<file path="src/rtl/fwht_engine.sv">
// Iterative fast Walsh-Hadamard transform, one butterfly stage per clock.
// Optional FWHT_ROUND_EN: inverse mode rounds half-up instead of flooring.
module fwht_engine #(
    parameter int M    = 8,
    parameter int N    = 16,
    parameter int logN = 4
) (
    input  logic                      clk,
    input  logic                      rst,
    input  logic                      valid,
    input  logic                      inv,
    input  logic [M*N-1:0]            u,
    output logic                      ready,
    output logic                      done,
    output logic [N*(M+logN)-1:0]     y
);

    localparam int W = M + logN;
    localparam logic [logN-1:0] S_LAST = logN'(logN - 1);

    typedef enum logic [1:0] {
        IDLE,
        RUN,
        OUT
    } state_t;

    state_t state, state_nx;

    logic [logN-1:0]      s;
    logic                 inv_q;
    logic signed [W-1:0]  w  [N];
    logic signed [W-1:0]  wn [N];
    logic [N*W-1:0]       y_nx;

    always_ff @(posedge clk or posedge rst) begin
        if (rst) state <= IDLE;
        else     state <= state_nx;
    end

    always_comb begin
        state_nx = state;
        unique case (state)
            IDLE:    if (valid) state_nx = RUN;
            RUN:     if (s == S_LAST) state_nx = OUT;
            OUT:     state_nx = IDLE;
            default: state_nx = IDLE;
        endcase
    end

    assign ready = (state == IDLE);

    // Each element pairs with the partner differing only in bit s.
    always_comb begin
        for (int i = 0; i < N; i++) begin
            logic [logN-1:0] ii, pp;
            ii = logN'(i);
            pp = ii ^ (logN'(1) << s);
            if (ii[s]) wn[ii] = w[pp] - w[ii];
            else       wn[ii] = w[ii] + w[pp];
        end
    end

    always_comb begin
        y_nx = '0;
        for (int i = 0; i < N; i++) begin
            logic signed [W:0] t;
            t = {w[i][W-1], w[i]};
`ifdef FWHT_ROUND_EN
            t = t + (W+1)'(1 << (logN - 1));
`endif
            if (inv_q) y_nx[i*W +: W] = W'(t >>> logN);
            else       y_nx[i*W +: W] = w[i];
        end
    end

    always_ff @(posedge clk) begin
        if (state == IDLE && valid) begin
            for (int i = 0; i < N; i++)
                w[i] <= {{logN{u[i*M+M-1]}}, u[i*M +: M]};
            s     <= '0;
            inv_q <= inv;
        end else if (state == RUN) begin
            for (int i = 0; i < N; i++)
                w[i] <= wn[i];
            s <= s + 1'b1;
        end
    end

    always_ff @(posedge clk or posedge rst) begin
        if (rst) begin
            y    <= '0;
            done <= 1'b0;
        end else begin
            done <= (state == OUT);
            if (state == OUT) y <= y_nx;
        end
    end

endmodule

</file>
<file path="config.mk">
export PLATFORM = sky130hd
export DESIGN_NAME = fwht_engine
export DESIGN_NICKNAME = d
export VERILOG_FILES = /design/src/rtl/fwht_engine.sv
export SDC_FILE = /design/constraint.sdc
export NUM_CORES = 2
export LEC_CHECK = 0
export BUFFER_PORTS_ARGS = -buffer_cell sky130_fd_sc_hd__buf_2
export CAP_MARGIN = 5
export CELL_PAD_IN_SITES_DETAIL_PLACEMENT = 0
export CELL_PAD_IN_SITES_GLOBAL_PLACEMENT = 2
export CORE_UTILIZATION = 40
export CTS_CLUSTER_DIAMETER = 80
export DETAILED_ROUTE_END_ITERATION = 8
export GPL_TIMING_DRIVEN = 0
export PLACE_DENSITY_LB_ADDON = 0.1
export REMOVE_ABC_BUFFERS = 1
export SYNTH_ARGS = -nofsm -noshare
export SYNTH_HDL_FRONTEND = slang
export SYNTH_SLANG_ARGS = --single-unit
</file>
<file path="constraint.sdc">
create_clock -name clk -period 17.1 [get_ports clk]
set_input_delay 0 -clock clk [delete_from_list [all_inputs] [get_ports clk]]
set_output_delay 0 -clock clk [all_outputs]
set_load 0.05 [all_outputs]
</file>
* Word-level counts from Yosys, hierarchy flattened *
Memory sizes are Yosys's and may differ from the RTL's.
Cells that the tools add are included.

storage, ports and cells
  register bits after elaboration = 200
  RAM bits = 192
  bits of input ports = 132
  output and inout port bits = 194
  word-level logic and storage cells = 168
  memories = 1

operators by class
  add/sub/neg operators = 33
  $lt $le $gt $ge = 1
  equality and inequality tests = 5
  shift operators = 1
  muxes and demuxes = 88
  bitwise operators = 31
  reductions and logical operators = 3

memories
  name  words  bits a word  rd ports  clocked after memory_dff  wr ports  RTL line  source
  w     16     12           32        0                         16        31        logic signed [W-1:0] w [N];

operator list
  cell                                                  number
  two-way mux 12 bit                                    32
  adder 12 bit                                          16
  subtractor 12 bit                                     16
  two-way mux 11 bit                                    16
  binary-select mux 1 bit (select 2 bit)                16
  two-way mux 1 bit                                     21
  OR 1 bit                                              16
  inverter 2 bit                                        6
  inverter 3 bit                                        4
  adder 4 x 1 -> 4 bit (second input constant)          1
  equality test 4 x 2 -> 1 bit (second input constant)  1
  < comparator 4 x 3 -> 1 bit (second input constant)   1
  two-way mux 2 bit                                     2
  inequality test 2 bit (second input constant)         2
  inverter 1 bit                                        4
  inverter 4 bit                                        1
  case mux 2 bit (2 select lines)                       1
  << shifter 1 x 4 -> 4 bit (first input constant)      1
  equality test 2 x 1 -> 1 bit (second input constant)  1
  equality test 2 bit (second input constant)           1
  zero test 2 bit                                       1
  AND reduction 2 bit                                   1
  logical AND 1 bit                                     1

* Depth between registers and ports, before layout *
An unclocked memory read counts as a cell.

  depth in word-level cells = 6
  depth in mapped cells = 20
  mapped depth without buffers = 17

* Least setup slack after synthesis *
OpenSTA, ideal clock, no wires.

  path kind = register -> register
  start point = reg state[0]
  end point = mem w[0][0] in the netlist's numbering (enable)
  arrival = 5.792 ns
  slack = 10.748 ns
  stages on the path, launching flop included = 6
  buffers on the path = 2
  period minus slack after synthesis = 6.352 ns
  cells stage by stage = dfrtp_1 > nor2_1 > nand2_1 > clkbuf_1 > buf_1 > nand2_1

RTL lines
  element                   RTL line  source
  start: declaration        27        state_t state, state_nx;
  start signal: assignment  37        else state <= state_nx;
  end: declaration          31

==> flow_metrics.env <==
export IMPL_die_height_um=301.2
export IMPL_clk_root_buffer_cell="sky130_fd_sc_hd__clkbuf_16"
export IMPL_transition_time_at_the_pin_with_the_least_slew_margin_ps=1328
export IMPL_row_count=109
export IMPL_slack_of_the_critical_path_ps=10490
export IMPL_ys_flop_type="sky130_fd_sc_hd__dfrtp_1"
export IMPL_vias=35307
export IMPL_crit_top_cell="sky130_fd_sc_hd__a21oi_1"
export IMPL_port_buffers=325
export IMPL_clk_path_buf_depth=3
export IMPL_yosys_top_cells_area="sky130_fd_sc_hd__edfxtp_1, sky130_fd_sc_hd__dfrtp_1, sky130_fd_sc_hd__mux2i_1, sky130_fd_sc_hd__o21ai_0, sky130_fd_sc_hd__ha_1"
export IMPL_final_hold_violation_count=0
export IMPL_placeableCoreArea_mm2=0.08851
export IMPL_rr_startpoint="s[0]$_SDFFE_PP0N_"
export IMPL_dpl_worst_slack_ps=10690
export IMPL_dieArea_mm2=0.09071
export IMPL_synth_most_common_cell="sky130_fd_sc_hd__nand2_1"
export IMPL_cts_tree="built"
export IMPL_post_synthesis_sequential_element_count=392
export IMPL_post_cts_repair_setup_buffers=0
export IMPL_cts_reportedPaths_clkPinSlew_ps=60
export IMPL_post_synth_top_area_fraction=0.1619
export IMPL_cp_required_ps=17460
export IMPL_synthesis_instances=4456
export IMPL_syn_area_mm2=0.03580
export IMPL_number_of_global_route_vias_before_repair=32921
export IMPL_critPathMaxFanout=61
export IMPL_syn_area_per_cell_um2=8.035
export IMPL_setup_viol=0
export IMPL_cts_buffers=52
export IMPL_die_width_um=301.2
export IMPL_fmax_mhz=151.3
export IMPL_r2r_worst_path_depth=18
export IMPL_effective_utilization_at_floorplan=0.4045
export IMPL_final_net_count=4957
export IMPL_outcome="finished, violations left"
export IMPL_worstReg2RegEnd="w[10][10]$_DFFE_PP_"
export IMPL_tritoncts_num_sinks=392
export IMPL_place_gp_congestion=0.9382
export IMPL_worstSetupEndpointType="register"
export IMPL_grt_antenna_before_repair=11
export IMPL_yosys_warnings=0
export IMPL_setup_tns_ps=0
export IMPL_start_kind="register"
export IMPL_synth_seq_area_share=0.3004
export IMPL_grt_pass1_wl_mm=231.2
export IMPL_areaGrowthSynthToFinish_pct=16.60
export IMPL_fraction_of_layout_cells_with_a_size_suffix_above_1=0.1195
export IMPL_track_usage=0.3466
export IMPL_failed_checks="design-rule violations"
export IMPL_drt_pass1_iter_count=8
export IMPL_antenna_violating_nets_left=0
export IMPL_synth_edf_count=193
export IMPL_grt_start_max_net_pins=107
export IMPL_worst_hold_path_type="in2async"
export IMPL_global_route_overflow_total=0
export IMPL_vias_per_cell=6.062
export IMPL_h_tree_depth=2
export IMPL_critPathKind="reg2reg"
export IMPL_yosys_cell_types_count=74
export IMPL_post_drt_wl_per_cell_um=27.67
export IMPL_max_stage_delay_ps=930
export IMPL_relSlewSlack=0.1126
export IMPL_clock_latency_ps=640
export IMPL_synthArstFlopShare=0.4974
export IMPL_grt_setup_unrepaired="no"
export IMPL_pin_count=326
export IMPL_cp_slowest_cell="sky130_fd_sc_hd__dfxtp_4"
export IMPL_netlist_top_cells_count="sky130_fd_sc_hd__nand2_1, sky130_fd_sc_hd__o21ai_0, sky130_fd_sc_hd__a21oi_1"
export IMPL_cts_hold_buffers_added=131
export IMPL_worst_ep_arrival_time_ps=6970
export IMPL_wirelength_mm=161.1
export IMPL_post_synthesis_cell_type_with_the_largest_combined_area="sky130_fd_sc_hd__edfxtp_1"
export IMPL_slew_violations=0
export IMPL_remaining_drc_errors=120
export IMPL_cts_repair_resized=0
export IMPL_regToRegSetupSlack_ps=10490
export IMPL_hpwl_mm=119.7
export IMPL_final_min_clock_period_ps=6610
export IMPL_max_cap_violations=0
export IMPL_timing_clock_skew_ps=24.72
export IMPL_finalCritPeriodShare=0.3866
export IMPL_drt_iter0_markers=3183
export IMPL_cp_cell_sequence="clkinv_2 -> buf_12 -> nor3_4 -> buf_16 -> buf_16 -> nor2_1 -> a211o_1 -> o21ai_0 -> ha_1 -> inv_1 -> fa_1 -> a21o_1 -> a21oi_1 -> o21ai_0 -> a21oi_1 -> a21oi_1 -> xnor2_1 -> a21oi_1"
area by class of cell:
class / instances / area [µm²]
diodes: 6 / 15.01
well taps: 1165 / 1458
inverters: 109 / 417.9
clock inverters: 23 / 178.9
multi-input cells: 3530 / 23070
fillers: 8971 / 46760
repair buffers: 525 / 4300
clock buffers: 74 / 1540
flip-flops and latches: 392 / 10760
flip-flops by register name, indices dropped and copies added, names as in the netlist:
name   flops
w        192
y        192
s          4
state      2
done       1
inv_q      1
critical path, delay by kind of cell, from the launching register on:
family	cells	cell delay [ps]
AO/OA/AOI/OAI	8	1770
XOR/XNOR	1	200
adder cells (fa/ha/maj)	2	720
buffers and inverters	5	1720
flip-flops	1	930
AND/OR/NAND/NOR	2	950
per-stage QoR:
| step | util | area, µm² | hold WS (ps) | instances |
|---|---|---|---|---|
| after global placement | 0.4205 | 37220 | 192.8 | 5521 |
| after detailed placement | 0.4372 | 38690 | 139.9 | 5589 |
| final | 0.4717 | 41750 | 9.874 | 5824 |
| after global routing | 0.4715 | 41730 | 103.3 | 5818 |
| after floorplan | - | 34130 | 98.87 | 4031 |
| after CTS | 0.4714 | 41730 | 34.08 | 5817 |
placed cells by master, fill, tap and decap left out, drive strengths merged, types with 19 or more instances in the layout:
cell type      n
a31oi         23
dlygate4sd3  131
clkbuf        74
o311ai        32
dfrtp        195
o21a          64
a21oi        354
clkinv        19
nand4         23
mux2i        334
nor4          28
nand2b        69
xor2         107
xnor2        184
ha           199
o21ai        564
nor2         322
o211ai        49
a211oi        50
nand2        625
or3           40
buf          394
nor3         103
edfxtp       193
or4           19
o31ai         62
nor2b         33
inv          111
how the worst max path moves through the flow:
stage	startpoint	slack [ps]	end
6_report	s[0]$_SDFFE_PP0N_	10490	w[10][10]$_DFFE_PP_
5_1_grt	s[0]$_SDFFE_PP0N_	10270	w[10][10]$_DFFE_PP_
4_1_cts	s[0]$_SDFFE_PP0N_	10640	w[10][10]$_DFFE_PP_
3_5_place_dp	s[0]$_SDFFE_PP0N_	10690	w[10][10]$_DFFE_PP_
3_3_place_gp	s[0]$_SDFFE_PP0N_	-21780	w[6][9]$_DFFE_PP_
2_1_floorplan	s[0]$_SDFFE_PP0N_	-250	w[3][10]$_DFFE_PP_
metal layers:
layer  vias up  GRT usage  part of all wire
met2      1496     0.5393              0.44
met4         2     0.1528             0.049
met3       341    0.05439             0.078
met1     17222     0.4729              0.43
li1      16246          -                 -
met5         -          0          0.000081
kinds of logic (layout without fill, tap and decap cells):
| logic type | Yosys count | after routing | synth area share |
|---|---|---|---|
| AOI/OAI and AO/OA | 1350 | 1350 | 0.2247 |
| and+or+nand+nor | 1314 | 1314 | 0.1624 |
| buffers and inverters | 534 | 731 | 0.05815 |
| DFF | 392 | 392 | 0.3004 |
| muxes | 360 | 360 | 0.1047 |
| xor gates and xnor gates | 291 | 291 | 0.07118 |
| adders and majority gates | 215 | 215 | 0.07849 |
| other | 0 | 6 | 0 |
Power is not shown: default switching activity piles up to over one toggle a cycle in this logic, so the estimate is an artifact.
